### src/rtl/multicast_dispatcher.sv
// Multicast dispatcher: queues bus words and delivers each one to a set of PE
// columns selected by tag match, broadcast or an explicit mask. A word stays
// presented on out_data until every targeted column has accepted it. A word
// that selects no column is discarded with a one-cycle drop pulse.
//
// Ports:
//   clk, rst          single clock, synchronous active-high reset
//   in_valid/in_ready input handshake; in_data, in_tag, in_mode, in_mask payload
//   col_id            per-column IDs, column i at [i*TAG_W +: TAG_W]
//   out_data          payload shared by all columns
//   pe_valid/pe_ready per-column delivery handshake
//   drop              pulse when a word targets no column
//   fifo_count, busy  queue occupancy and activity status
module multicast_dispatcher #(
    parameter int unsigned DATA_WIDTH = 16,
    parameter int unsigned NUM_COL    = 4,
    parameter int unsigned FIFO_DEPTH = 4,
    localparam int unsigned TAG_W     = $clog2(NUM_COL),
    localparam int unsigned CNT_W     = $clog2(FIFO_DEPTH + 1)
) (
    input  logic                     clk,
    input  logic                     rst,
    input  logic                     in_valid,
    output logic                     in_ready,
    input  logic [DATA_WIDTH-1:0]    in_data,
    input  logic [TAG_W-1:0]         in_tag,
    input  logic [1:0]               in_mode,
    input  logic [NUM_COL-1:0]       in_mask,
    input  logic [NUM_COL*TAG_W-1:0] col_id,
    output logic [DATA_WIDTH-1:0]    out_data,
    output logic [NUM_COL-1:0]       pe_valid,
    input  logic [NUM_COL-1:0]       pe_ready,
    output logic                     drop,
    output logic [CNT_W-1:0]         fifo_count,
    output logic                     busy
);

    localparam int unsigned PTR_W   = $clog2(FIFO_DEPTH);
    localparam int unsigned ENTRY_W = 2 + TAG_W + NUM_COL + DATA_WIDTH;

    localparam logic [1:0] MODE_TAG   = 2'b00;
    localparam logic [1:0] MODE_BCAST = 2'b01;
    localparam logic [1:0] MODE_MASK  = 2'b10;

    typedef enum logic {
        IDLE,
        SEND
    } state_t;

    state_t                 state;
    state_t                 state_nx;
    logic [NUM_COL-1:0]     pending_nx;
    logic [DATA_WIDTH-1:0]  data_nx;
    logic                   drop_nx;
    logic                   load;
    logic [NUM_COL-1:0]     remaining;

    logic [ENTRY_W-1:0]     mem [FIFO_DEPTH];
    logic [PTR_W-1:0]       wr_ptr;
    logic [PTR_W-1:0]       rd_ptr;
    logic                   push;
    logic                   pop;
    logic                   not_empty;

    logic [ENTRY_W-1:0]     head;
    logic [DATA_WIDTH-1:0]  head_data;
    logic [NUM_COL-1:0]     head_mask;
    logic [TAG_W-1:0]       head_tag;
    logic [1:0]             head_mode;
    logic [NUM_COL-1:0]     target;

    // Ready depends only on the registered count, never on a same-cycle pop.
    assign in_ready  = (fifo_count != CNT_W'(FIFO_DEPTH));
    assign not_empty = (fifo_count != '0);
    assign push      = in_valid && in_ready && !rst;
    assign busy      = (state == SEND) || not_empty;

    // Queue entry layout: {mode, tag, mask, data}.
    assign head      = mem[rd_ptr];
    assign head_data = head[DATA_WIDTH-1:0];
    assign head_mask = head[DATA_WIDTH +: NUM_COL];
    assign head_tag  = head[DATA_WIDTH+NUM_COL +: TAG_W];
    assign head_mode = head[ENTRY_W-1 -: 2];

    // Queue storage; contents need no reset since count gates every read.
    always_ff @(posedge clk) begin
        if (push) begin
            mem[wr_ptr] <= {in_mode, in_tag, in_mask, in_data};
        end
    end

    // Queue pointers and occupancy; pointers wrap naturally (power-of-two depth).
    always_ff @(posedge clk) begin
        if (rst) begin
            wr_ptr     <= '0;
            rd_ptr     <= '0;
            fifo_count <= '0;
        end else begin
            if (push) wr_ptr <= wr_ptr + PTR_W'(1);
            if (pop)  rd_ptr <= rd_ptr + PTR_W'(1);
            unique case ({push, pop})
                2'b10:   fifo_count <= fifo_count + CNT_W'(1);
                2'b01:   fifo_count <= fifo_count - CNT_W'(1);
                default: fifo_count <= fifo_count;
            endcase
        end
    end

    // Target column set of the head word.
    always_comb begin
        target = '0;
        case (head_mode)
            MODE_TAG: begin
                for (int i = 0; i < NUM_COL; i++) begin
                    target[i] = (col_id[i*TAG_W +: TAG_W] == head_tag);
                end
            end
            MODE_BCAST: target = '1;
            MODE_MASK:  target = head_mask;
            default:    target = '0;
        endcase
    end

    // State register and registered outputs.
    always_ff @(posedge clk) begin
        if (rst) begin
            state    <= IDLE;
            pe_valid <= '0;
            out_data <= '0;
            drop     <= 1'b0;
        end else begin
            state    <= state_nx;
            pe_valid <= pending_nx;
            out_data <= data_nx;
            drop     <= drop_nx;
        end
    end

    // Next-state logic; pe_valid doubles as the pending-column register.
    always_comb begin
        state_nx   = state;
        pending_nx = pe_valid;
        data_nx    = out_data;
        drop_nx    = 1'b0;
        load       = 1'b0;
        pop        = 1'b0;
        remaining  = pe_valid & ~pe_ready;

        case (state)
            IDLE: begin
                load = not_empty;
            end
            SEND: begin
                if (remaining != '0) begin
                    pending_nx = remaining;
                end else if (not_empty) begin
                    // Back-to-back load with no bubble.
                    load = 1'b1;
                end else begin
                    state_nx   = IDLE;
                    pending_nx = '0;
                end
            end
        endcase

        if (load) begin
            pop     = 1'b1;
            data_nx = head_data;
            if (target != '0) begin
                state_nx   = SEND;
                pending_nx = target;
            end else begin
                state_nx   = IDLE;
                pending_nx = '0;
                drop_nx    = 1'b1;
            end
        end
    end

endmodule

### config.mk
export PLATFORM = sky130hd
export DESIGN_NAME = multicast_dispatcher
export DESIGN_NICKNAME = d
export VERILOG_FILES = /design/src/rtl/multicast_dispatcher.sv
export SDC_FILE = /design/constraint.sdc
export NUM_CORES = 1
export LEC_CHECK = 0
export BUFFER_PORTS_ARGS = -buffer_cell sky130_fd_sc_hd__buf_2
export CAP_MARGIN = 20
export CORE_MARGIN = 4
export CORE_UTILIZATION = 55
export CTS_BUF_LIST = sky130_fd_sc_hd__clkbuf_8
export DETAILED_ROUTE_END_ITERATION = 8
export MAX_ROUTING_LAYER = met4
export PLACE_DENSITY_LB_ADDON = 0.2
export SLEW_MARGIN = 20
export SYNTH_ARGS = -nofsm -noshare
export SYNTH_HDL_FRONTEND = slang
export SYNTH_SLANG_ARGS = --single-unit
### constraint.sdc
create_clock -name clk -period 4.7 [get_ports clk]
set_clock_uncertainty 0.05 [all_clocks]
set_input_delay 1.41 -clock clk [delete_from_list [all_inputs] [get_ports clk]]
set_output_delay 1.41 -clock clk [all_outputs]
set_load 0.03 [all_outputs]
Word level (Yosys, flattened, before mapping). Memory sizes are Yosys's and may differ from the RTL's. A register that Yosys moved wholly into a read port is not among the register bits. Cells that the tools add are included.

Register bits after elaboration: 29. Bits in writable memories: 96. Bits of input ports: 39. Output and inout bits: 26. Logic and storage cells: 58. Memories: 1.

Add/sub/neg operators: 4. Equality and inequality tests: 10. Muxes and demuxes: 20. Bitwise logic cells: 4. Reduce and logical (&&, ||, !) cells: 12.

Memories: mem (depth 4, width 24, read ports 1, clocked after memory_dff 1, write ports 1, RTL line 58) `logic [ENTRY_W-1:0] mem [FIFO_DEPTH];`.

Operator list (number): 2-to-1 mux 4 bit (5); case mux 4 bit (3 select lines) (1); 2-to-1 mux 1 bit (10); equality test 2 bit (4); nonzero test 4 bit (2); case mux 3 bit (2 select lines) (1); adder 2 x 1 -> 2 bit, second input constant (2); AND 4 bit (1); equality test 2 x 1 -> 1 bit, second input constant (2); equality test 2 bit, second input constant (2); 2-to-1 mux 2 bit (2); NOT 4 bit (1); nonzero test 2 bit (2); adder 3 x 1 -> 3 bit, second input constant (1); inequality test 3 x 2 -> 1 bit, second input constant (1); inequality test 3 bit, second input constant (1); nonzero test 3 bit (1); subtractor 3 x 1 -> 3 bit, second input constant (1); logical AND 1 bit (2); logical NOT 2 bit (1); NOT 1 bit (2); case mux 1 bit (2 select lines) (1); AND reduction 2 bit (1); OR reduction 2 bit (1); 2 further kinds (2).

Longest topological paths before layout.
Depth in word-level cells: 8. Depth in mapped cells: 11. Gate-level depth less buffers: 11.

Least setup slack after synthesis. OpenSTA, ideal clock, no wires.

Kind: input to register. Start point: input port pe_ready[0]. End point: register fifo_count[2]. Library setup time: 0.072 ns. Data arrival time: 3.589 ns. Data required time: 4.578 ns. Setup slack: 0.989 ns. Cell stages on the path: 11. Path through: nor2b_1 o41ai_2 nand2_1 inv_2 buf_2 ha_1 inv_1 fa_1 xor2_1 or3_1 a21oi_1.

Cells in the longest elaborated chain, start to end: 8.

RTL lines: start: declaration (RTL line 32) `input logic [NUM_COL-1:0] pe_ready,`; NOT 4 bit (*) (RTL line 147) `remaining = pe_valid & ~pe_ready;`; AND 4 bit (*) (RTL line 147); nonzero test 4 bit (*) (RTL line 154) `if (remaining != '0) begin`; 2-to-1 mux 1 bit (*) (RTL line 154); case mux 1 bit (2 select lines) (*) (RTL line 149) `case (state)`; 2-to-1 mux 1 bit (*) (RTL line 166) `if (load) begin`; equality test 2 x 1 -> 1 bit / equality test 2 bit (equally long branches) (RTL line 101) `unique case ({push, pop})`; case mux 3 bit (2 select lines) / nonzero test 2 bit (equally long branches); end signal: assignment (RTL line 102) `2'b10: fifo_count <= fifo_count + CNT_W'(1);`; end signal: assignment (RTL line 103) `2'b01: fifo_count <= fifo_count - CNT_W'(1);`; end signal: assignment (RTL line 104) `default: fifo_count <= fifo_count;`; end: declaration (RTL line 34) `output logic [CNT_W-1:0] fifo_count,`.

Mark *: on every way between the ends. The rest lies on a longest branch, timed or not. A chain may end at the register's enable or synchronous reset.

Worst setup path after layout. Ends and elaborated chain as after synthesis.

==> metrics.yaml <==
timing:
  fin_ws_ns: 1.15
  report.final.slew_viol_count: 0
  setup_violations: 0
  rsz0062_at_grt: "no"
  finalCriticalPeriod_ns: 3.55
  setup_tns_ns: 0
  fmax_mhz: 282
  tightestPinTransition_ns: 0.894
  period_share: 0.755
  relSlewSlack: 0.404
  hold_viol_final: 0
setup_path:
  crit_fanout: 19
  criticalPathCategory: "in -> reg"
  path_cells: "buf_2 -> nor2b_1 -> o41ai_2 -> nand2_1 -> inv_2 -> ha_1 -> inv_1 -> fa_1 -> xor2_1 -> or3_1 -> a21oi_1"
  r2r_end: "fifo_count[2]"
  cp-end-kind: "register"
  r2r_slack_ns: 1.84
  worst_setup_path_start_kind: "input pin"
  crit_path_max_incr_delay_ns: 0.53
  reg2reg_from: "pe_valid[0]"
  crit_slowest_cell: "o41ai_2"
  worstPathArrival_ns: 3.83
  reg2reg_depth: 10
  worst_ep_required_time_ns: 4.99
global_route:
  antenna_found_initial: 0
  busiest_layer: "met2"
  gr-usage-met2: 0.313
  groute.usage.overall: 0.191
  grt_pass1_wl_um: 14300
  met3_usage: 0.0604
  overflow: 0
  grt_pass1_vias: 2906
  grt_max_degree: 33
  grtUsageMet1: 0.227
finish:
  layout.nets: 428
  final_cell_mix: "edfxtp_1 (96), buf_2 (64), nand2_1 (41)"
  drive_gt1_frac: 0.341
  syn_to_final_growth_pct: 17.3
  diodes: 0
  final_common_cell: "edfxtp_1"
placement:
  gp_congestion: 0.785
  dp_hpwl_um: 5460
  dpl_worst_slack_ns: 0.732
  portBuffers: 64
floorplanning:
  rows: 34
  die_x_um: 103
  initial_core_util: 0.570
  die-height_um: 103
  core_um2: 8760
  dieArea_um2: 10700
  pin_count: 65
clocking:
  clockRootBuffer: "clkbuf_8"
  clk_transition_reported_paths_ns: 0.08
  cts_hold_buf: 0
  clk_latency_ns: 0.41
  cts.path.max_buffers: 2
  htreeDepth: 4
  post_cts_resized: 0
  cts_tree: "done"
  postCtsSetupBuffers: 0
  clock-sinks: 127
  cts_buffers: 17
logic_synthesis:
  yosysTopAreaCell: "edfxtp_1"
  netlist_top_cells_area: "edfxtp_1 (58%), dfxtp_1 (12%), mux4_2 (9.9%)"
  synthArstFlopShare: 0
  netlist_area_um2: 4990
  synth_top_area_frac: 0.577
  yosysSeqAreaShare: 0.701
  synthCells: 306
  yosys_warnings: 0
  synth_ff_type: "edfxtp_1"
  synth_nets: 351
  ys_ff_latch: 127
  ys_types: 35
  synth-edff-count: 96
  synth_area_per_cell_um2: 16.3
detailed_routing:
  num_vias: 2759
  viasPerCell: 5.47
  routed_wl_um: 8830
  routedWlPerCell_um: 17.5
  post-route-drc-count: 0
  ant_nets: 0
  initialDrtViolationCount: 108
  dr.pass1.iters: 4
min_path:
  min-delay-start: "out_data[12]"
  worstHoldPathType: "reg -> reg"
  holdPathEnd: "out_data[12]"
  min_delay_path_depth: 2
power:
  p_per_area_nw_per_um2: 593
  ir_drop_mv: 0.275
  power_leakage_nw: 2.12
flow_run:
  maxCapViolCount: 0
status:
  status: "finished clean"
-- worst max-delay path by stage --
| stage | startpoint | end | cells past startpoint |
|---|---|---|---|
| 6_report | pe_ready[0] | fifo_count[2] | 11 |
| 5_1_grt | pe_ready[0] | fifo_count[2] | 11 |
| 4_1_cts | pe_ready[0] | fifo_count[2] | 11 |
| 3_5_place_dp | pe_ready[0] | fifo_count[2] | 11 |
| 3_3_place_gp | pe_ready[0] | fifo_count[2] | 11 |
| 2_1_floorplan | pe_ready[0] | fifo_count[2] | 11 |
-- logic make-up after synthesis --
logic type                 after synthesis  synth area share
muxes                                   25             0.112
DFF                                    127             0.701
AOI/OAI and AO/OA                       42            0.0586
xor gates and xnor gates                13            0.0288
adders and majority gates                6            0.0165
and+or+nand+nor                         71            0.0621
buffers and inverters                   22            0.0208
-- flip-flops by register name, summed over array words and instances (netlist names), named ones only --
name,count
mem,96
out_data,16
pe_valid,4
fifo_count,3
rd_ptr,2
wr_ptr,2
drop,1
state,1
-- worst max-delay path: cells and delay by family --
family,cells,cell delay [ns]
compound gates,2,0.67
simple gates,3,0.50
xor+xnor,1,0.16
buf+inv,3,0.47
fa+ha+maj,2,0.63
-- synth_stat cells (2+ instances only) --
library cell,n
or3_1,2
a221o_1,3
xnor2_1,6
xor2_1,3
buf_2,5
ha_1,5
buf_6,2
o21ai_1,2
and2_1,5
edfxtp_1,96
nor2_1,12
inv_1,8
dfxtp_1,31
a21oi_1,25
nand3_1,3
nand2_1,41
a221oi_2,2
clkbuf_1,5
o21ai_0,4
xnor2_2,4
nor2b_1,6
mux4_2,22
mux4_1,2
-- where the power goes --
group / internal (mW) / switching, mW / total, mW
clock: 0.576 / 0.412 / 0.987
sequential: 1.36 / 0.117 / 1.48
combinational: 0.403 / 0.611 / 1.01
total: 2.34 / 1.14 / 3.48
-- stage by stage --
stage	total power, mW	cells	hold WS [ns]	utilization	instance area [um^2]
after floorplan	2.27	306	0.419	-	4990
after global placement	2.51	472	0.394	0.620	5430
after detailed placement	2.53	472	0.398	0.620	5430
after CTS	3.52	504	0.409	0.669	5860
after global routing	3.68	504	0.435	0.669	5860
final	3.48	504	0.407	0.669	5860
-- layer usage --
metal | vias up | share of wire
met5 | - | 0
met2 | 81 | 0.53
li1 | 1310 | -
met3 | 5 | 0.071
met1 | 1363 | 0.40
met4 | 0 | 0.0057
-- cell type report --
cell class | count | area [um^2]
fill | 641 | 2900
multi-input combinational | 157 | 1390
clock inverter | 15 | 193
tap | 108 | 135
timing repair buffer | 71 | 373
sequential | 127 | 3500
inverter | 9 | 33.8
clock buffer | 17 | 234
No activity file was read; power rests on OpenSTA's default activity.
